`src/rtl/hls_channel_fifo_pkg.sv`:
```
// Shared constants and helpers for the HLS channel FIFO.
// Everything that sizes a channel is derived from the defaults and helper here.
package hls_channel_fifo_pkg;

    localparam int CHAN_WIDTH_DEFAULT = 32;
    localparam int CHAN_DEPTH_DEFAULT = 16;

    // Pointer width for a power-of-two depth; wrap comes for free from overflow.
    function automatic int ptr_width(input int depth);
        return $clog2(depth);
    endfunction

endpackage

```
`src/rtl/hls_channel_fifo_if.sv`:
```
// Handshake bundle between a generated kernel (master) and the channel FIFO (slave).
interface hls_channel_fifo_if
    import hls_channel_fifo_pkg::*;
#(
    parameter int WIDTH = CHAN_WIDTH_DEFAULT,
    parameter int DEPTH = CHAN_DEPTH_DEFAULT,
    parameter int CNT_W = $clog2(DEPTH) + 1
);

    logic [WIDTH-1:0] in_data;
    logic             write_valid;
    logic             read_valid;
    logic [WIDTH-1:0] out_data;
    logic             read_ready;
    logic             write_ready;
    logic [CNT_W-1:0] count;

    modport master (
        output in_data,
        output write_valid,
        output read_valid,
        input  out_data,
        input  read_ready,
        input  write_ready,
        input  count
    );

    modport slave (
        input  in_data,
        input  write_valid,
        input  read_valid,
        output out_data,
        output read_ready,
        output write_ready,
        output count
    );

endinterface

```
`src/rtl/hls_channel_fifo_mem.sv`:
```
// DEPTH x WIDTH storage with one synchronous write port and one registered read port.
// Only the read register is reset; the array contents are don't-care after reset.
module hls_channel_mem
    import hls_channel_fifo_pkg::*;
#(
    parameter int WIDTH  = CHAN_WIDTH_DEFAULT,
    parameter int DEPTH  = CHAN_DEPTH_DEFAULT,
    parameter int ADDR_W = ptr_width(DEPTH)
) (
    input  logic              clk,
    input  logic              rst,
    input  logic              we,
    input  logic [ADDR_W-1:0] waddr,
    input  logic [WIDTH-1:0]  wdata,
    input  logic              ren,
    input  logic [ADDR_W-1:0] raddr,
    output logic [WIDTH-1:0]  rdata
);

    logic [WIDTH-1:0] mem [DEPTH];

    always_ff @(posedge clk) begin
        if (we) begin
            mem[waddr] <= wdata;
        end
    end

    // rdata doubles as the FIFO's out_data, so it holds between pops.
    always_ff @(posedge clk or posedge rst) begin
        if (rst) begin
            rdata <= '0;
        end else if (ren) begin
            rdata <= mem[raddr];
        end
    end

endmodule

```
`src/rtl/hls_channel_fifo.sv`:
```
// Registered-output channel FIFO with one-cycle pop latency and no fall-through.
// Ready flags come from the occupancy count only, never from the valid inputs.
module hls_channel_fifo
    import hls_channel_fifo_pkg::*;
#(
    parameter int WIDTH = CHAN_WIDTH_DEFAULT,
    parameter int DEPTH = CHAN_DEPTH_DEFAULT,
    parameter int CNT_W = $clog2(DEPTH) + 1
) (
    input  logic               clk,
    input  logic               rst,
    hls_channel_fifo_if.slave  ch
);

    localparam int PTR_W = ptr_width(DEPTH);

    logic [PTR_W-1:0] rd_ptr;
    logic [PTR_W-1:0] wr_ptr;
    logic [CNT_W-1:0] count_q;
    logic             read_ready;
    logic             write_ready;
    logic             wr_acc;
    logic             rd_acc;

    assign read_ready  = (count_q != '0);
    assign write_ready = (count_q != CNT_W'(DEPTH));

    // At count 0 or DEPTH only one side can be accepted, so the array never
    // sees a read and a write to the same entry in one cycle.
    assign wr_acc = ch.write_valid && write_ready;
    assign rd_acc = ch.read_valid  && read_ready;

    always_ff @(posedge clk or posedge rst) begin
        if (rst) begin
            rd_ptr  <= '0;
            wr_ptr  <= '0;
            count_q <= '0;
        end else begin
            if (wr_acc) begin
                wr_ptr <= wr_ptr + PTR_W'(1);
            end
            if (rd_acc) begin
                rd_ptr <= rd_ptr + PTR_W'(1);
            end
            case ({wr_acc, rd_acc})
                2'b10:   count_q <= count_q + CNT_W'(1);
                2'b01:   count_q <= count_q - CNT_W'(1);
                default: count_q <= count_q;
            endcase
        end
    end

    hls_channel_mem #(
        .WIDTH (WIDTH),
        .DEPTH (DEPTH),
        .ADDR_W(PTR_W)
    ) u_mem (
        .clk  (clk),
        .rst  (rst),
        .we   (wr_acc),
        .waddr(wr_ptr),
        .wdata(ch.in_data),
        .ren  (rd_acc),
        .raddr(rd_ptr),
        .rdata(ch.out_data)
    );

    assign ch.read_ready  = read_ready;
    assign ch.write_ready = write_ready;
    assign ch.count       = count_q;

endmodule

```
`src/flat_wrapper.sv`:
```
// flat-port wrapper written by rule: the top's interface ports become plain ports
module hls_channel_fifo_flat import hls_channel_fifo_pkg::*;
#(
    parameter int WIDTH = CHAN_WIDTH_DEFAULT,
    parameter int DEPTH = CHAN_DEPTH_DEFAULT,
    parameter int CNT_W = $clog2(DEPTH) + 1
)
  (clk, rst, ch_in_data, ch_write_valid, ch_read_valid, ch_out_data, ch_read_ready, ch_write_ready, ch_count);
  hls_channel_fifo_if #(.WIDTH(WIDTH), .DEPTH(DEPTH), .CNT_W(CNT_W)) ch_i ();
  input  logic clk;
  input  logic rst;
  input wire logic [$bits(ch_i.in_data)-1:0] ch_in_data;
  input wire logic [$bits(ch_i.write_valid)-1:0] ch_write_valid;
  input wire logic [$bits(ch_i.read_valid)-1:0] ch_read_valid;
  output wire logic [$bits(ch_i.out_data)-1:0] ch_out_data;
  output wire logic [$bits(ch_i.read_ready)-1:0] ch_read_ready;
  output wire logic [$bits(ch_i.write_ready)-1:0] ch_write_ready;
  output wire logic [$bits(ch_i.count)-1:0] ch_count;
  assign ch_i.in_data = ch_in_data;
  assign ch_i.write_valid = ch_write_valid;
  assign ch_i.read_valid = ch_read_valid;
  assign ch_out_data = ch_i.out_data;
  assign ch_read_ready = ch_i.read_ready;
  assign ch_write_ready = ch_i.write_ready;
  assign ch_count = ch_i.count;
  hls_channel_fifo #(.WIDTH(WIDTH), .DEPTH(DEPTH), .CNT_W(CNT_W)) u_core (.clk(clk), .rst(rst), .ch(ch_i));
endmodule
```
`config.mk`:
```
export PLATFORM = sky130hd
export DESIGN_NAME = hls_channel_fifo_flat
export DESIGN_NICKNAME = d
export VERILOG_FILES = /design/src/rtl/hls_channel_fifo_pkg.sv /design/src/rtl/hls_channel_fifo_if.sv /design/src/rtl/hls_channel_fifo_mem.sv /design/src/rtl/hls_channel_fifo.sv /design/src/flat_wrapper.sv
export SDC_FILE = /design/constraint.sdc
export NUM_CORES = 1
export LEC_CHECK = 0
export BUFFER_PORTS_ARGS = -buffer_cell sky130_fd_sc_hd__buf_2
export CAP_MARGIN = 10
export CORE_ASPECT_RATIO = 1.5
export CORE_MARGIN = 1
export CORE_UTILIZATION = 55
export CTS_CLUSTER_DIAMETER = 30
export CTS_CLUSTER_SIZE = 16
export DETAILED_ROUTE_END_ITERATION = 10
export GPL_TIMING_DRIVEN = 0
export PLACE_DENSITY_LB_ADDON = 0.25
export SETUP_SLACK_MARGIN = 0.1
export SYNTH_ARGS = -nofsm -noshare
export SYNTH_HDL_FRONTEND = slang
export SYNTH_SLANG_ARGS = --single-unit
```
`constraint.sdc`:
```
create_clock -name clk -period 7 [get_ports clk]
set_input_delay 0.35 -clock clk [delete_from_list [all_inputs] [get_ports clk]]
set_output_delay 0.35 -clock clk [all_outputs]
set_load 0.02 [all_outputs]
```
==> flow_metrics.tcl <==
set metrics [dict create \
    run_status "complete, no violations" \
    synth_compound_area_share_pct 3.61 \
    routed_wirelength_um 46900 \
    synth_cell_types 34 \
    ys_ff_latch 557 \
    io_pins 75 \
    relSlewSlack_pct 35.3 \
    synth_top_family_by_area "multiplexers" \
    yosysSeqAreaShare_pct 77.4 \
    ff2ff_setup_slack_ns 3.10 \
    worstMarginPinSlew_ns 0.970 \
    cts_root_buf "clkbuf_16" \
    grt_use_total_pct 24.8 \
    fin_crit_sh_pct 55.7 \
    hold_class "input pin to flip-flop" \
    cts_max_level 3 \
    grt_pass1_wl_um 69600 \
    synth_edf_count 512 \
    die-width_um 163 \
    floorplan.initialDensity_pct 56.2 \
    crit_slowest_cell "clkbuf_1" \
    worstSetupStartpointType "flip-flop" \
    fin_cells 1665 \
    clk_pin_slew_ns 0.06 \
    worstSetupPathType "flip-flop to flip-flop" \
    yosys.area_share.simple_pct 0.934 \
    detail-route-antenna-nets 0 \
    ff2ff_path_depth 11 \
    cts_buffer_depth 3 \
    setup_violations 0 \
    final_nets 1167 \
    max_freq_mhz 256 \
    place.gp.congestion 0.739 \
    r2r_end "u_core.ch.count[4]$_DFFE_PP0P_" \
    synth_mux_area_share_pct 15.3 \
    syn-cell-area_um2 21300 \
    tns_ns 0 \
    clk_latency_ns 0.59 \
    cp_cell_sequence "nor4_2 -> a21boi_1 -> clkbuf_1 -> ha_1 -> inv_1 -> fa_1 -> nor2b_1 -> o21ai_0 -> nand3_1 -> or3b_2 -> xnor2_1" \
    grt_pass1_vias 11100 \
    drtIter0Drc 963 \
    async_flop_share_pct 8.08 \
    drive_above_1_share_pct 39.5 \
    die_y_um 243 \
    cts_inserted_buffers 71 \
    post_drt_wl_per_cell_um 28.2 \
    via_count 10400 \
    yosysTopAreaCellShare_pct 72.2 \
    synth_warnings 0 \
    syn_inst 946 \
    final_max_slew_viol_count 0 \
    grt.overflow.total 0 \
    fillers 2389 \
    yosysTopAreaCell "edfxtp_1" \
    irDropWorstVdd_v 0.000228 \
    synth_area_leaders "edfxtp_1 (72%), mux4_2 (14%), dfrtp_1 (5.3%)" \
    cp_data_arrival_time_ns 4.36 \
    crit_path_end "u_core.ch.count[4]$_DFFE_PP0P_" \
    worstPathRequired_ns 7.46 \
    synth.most_common_cell "edfxtp_1" \
    finalClockSkew_ns 0.0212 \
    core-area_um2 37900 \
    grt_max_degree 25 \
    rsz0062_at_grt "false" \
    clock_sinks 557 \
    reg2reg_from "u_core.ch.count[0]$_DFFE_PP0P_" \
    cts_tree "built" \
    p_total_w 0.0108 \
    cpPeakStageDelay_ns 0.77 \
    die-area_um2 39500 \
    drv_cap 0 \
    finalWorstSetupSlack_ns 3.10 \
    drc 0 \
    num_rows 87 \
    viasPerCell 6.26 \
    synthAdderAreaFrac_pct 0.622 \
    pre_cts_slack_ns 3.11 \
    finalCriticalPeriod_ns 3.90 \
    hold_viol_final 0 \
    hpwlAfterDp_um 29500 \
    power_density_nw_per_um2 430 \
    io_buffers 74 \
    synth-main-ff-cell "edfxtp_1" \
    hold_path_depth 1 \
    post-place-cells 1536 \
    antenna_found_initial 1 \
    area_growth_pct 18.2 \
    syn-num-nets 992 \
    synth_area_per_cell_um2 22.5 \
    cts_setup_buffers 0 \
    leakage_nw 8.29 \
    antenna_cells 0 \
    startpoint "u_core.ch.count[0]$_DFFE_PP0P_" \
    synthTopCellsByCount "edfxtp_1 (512), mux4_2 (128), dfrtp_1 (45), o22ai_1 (38), a21oi_1 (34)" \
    drtPass1Iterations 5 \
    synth_xor_area_share_pct 0.411 \
    cp_max_fo 10 \
    cp-end-kind "flip-flop" \
]
==> layout make-up <==
class	instances	area, um2	share of cell area [%]
well taps	489	612	2.43
clock buffers	79	1810	7.18
inverters	9	33.8	0.134
repair buffers	102	832	3.30
plain buffers	53	322	1.28
clock inverters	49	510	2.03
flip-flops and latches	557	16500	65.5
multi-input cells	327	4560	18.1
==> worst min-delay path by stage <==
stage	slack, ns	endpoint	from
2_1_floorplan	0.45	u_core.u_mem.mem[0][0]$_DFFE_PP_	ch_in_data[0]
3_3_place_gp	0.50	u_core.ch.count[4]$_DFFE_PP0P_	u_core.ch.count[4]$_DFFE_PP0P_
3_5_place_dp	0.43	u_core.u_mem.rdata[21]$_DFFE_PP0P_	rst
4_1_cts	0.11	u_core.u_mem.mem[8][4]$_DFFE_PP_	ch_in_data[4]
5_1_grt	0.13	u_core.u_mem.mem[8][4]$_DFFE_PP_	ch_in_data[4]
6_report	0.13	u_core.u_mem.mem[12][7]$_DFFE_PP_	ch_in_data[7]
==> state kept, by name, indices dropped and copies added, names as in the netlist <==
name / count
u_core.wr_ptr: 4
u_core.ch.count: 5
u_core.u_mem.rdata: 32
u_core.u_mem.mem: 512
u_core.rd_ptr: 4
==> routing by layer <==
layer	part of all wire (%)	vias up	GRT usage [%]
met2	54	386	43.1
met3	5.2	97	3.78
li1	-	4356	-
met5	0.028	-	0
met4	3.2	2	10.9
met1	37	5588	30.8
==> critical path: cells and delay by family, from the launching register on <==
kind                       cells  cell delay (ns)
adders and majority gates      2             0.79
DFF                            1             0.43
xor gates and xnor gates       1             0.13
and+or+nand+nor                4             0.77
AOI/OAI and AO/OA              2             0.79
buffers and inverters          2             0.88
==> per-stage QoR <==
step	instance area (um2)	utilization [%]	hold slack [ns]
global route	25200	66.5	0.130
detailed placement	22900	60.3	0.431
global placement	22300	58.8	0.497
floorplan	21300	-	0.449
finish	25200	66.5	0.132
CTS	25200	66.5	0.111
==> cells in the final DEF, fill, tap and decap left out, types with 7 or more instances in the layout <==
cell | synthesis | final
dfrtp_1 | 45 | 45
o22ai_1 | 38 | 38
mux2_2 | 33 | 33
nand2_1 | 12 | 12
nor2_4 | 0 | 12
clkbuf_16 | 0 | 71
a21oi_1 | 34 | 34
buf_2 | 26 | 100
inv_1 | 9 | 8
mux4_2 | 128 | 128
xnor2_1 | 7 | 7
clkbuf_1 | 11 | 19
ha_1 | 9 | 9
edfxtp_1 | 512 | 512
inv_6 | 0 | 13
o22ai_2 | 26 | 26
buf_12 | 3 | 12
buf_6 | 2 | 15
clkinv_4 | 0 | 11
==> cell families after synthesis <==
logic type / after synthesis
AO/OA/AOI/OAI: 104
XOR/XNOR: 10
adder cells (fa/ha/maj): 10
buffers and inverters: 62
flip-flops: 557
multiplexers: 162
AND/OR/NAND/NOR: 41
==> report_power, final <==
group | internal [W] | leakage, nW | total [W] | switching (W)
clock | 0.00204 | 1.12 | 0.00349 | 0.00145
sequential | 0.00408 | 5.13 | 0.00426 | 0.000180
combinational | 0.00137 | 2.03 | 0.00307 | 0.00170
total | 0.00749 | 8.29 | 0.0108 | 0.00332
==> what timing repair did <==
| item | in CTS | in global routing |
|---|---|---|
| gates resized for setup | 0 | 0 |
| hold endpoints to repair | 21 | 0 |
| hold buffers | 1 | 0 |
(Power assumes the default switching activity.)
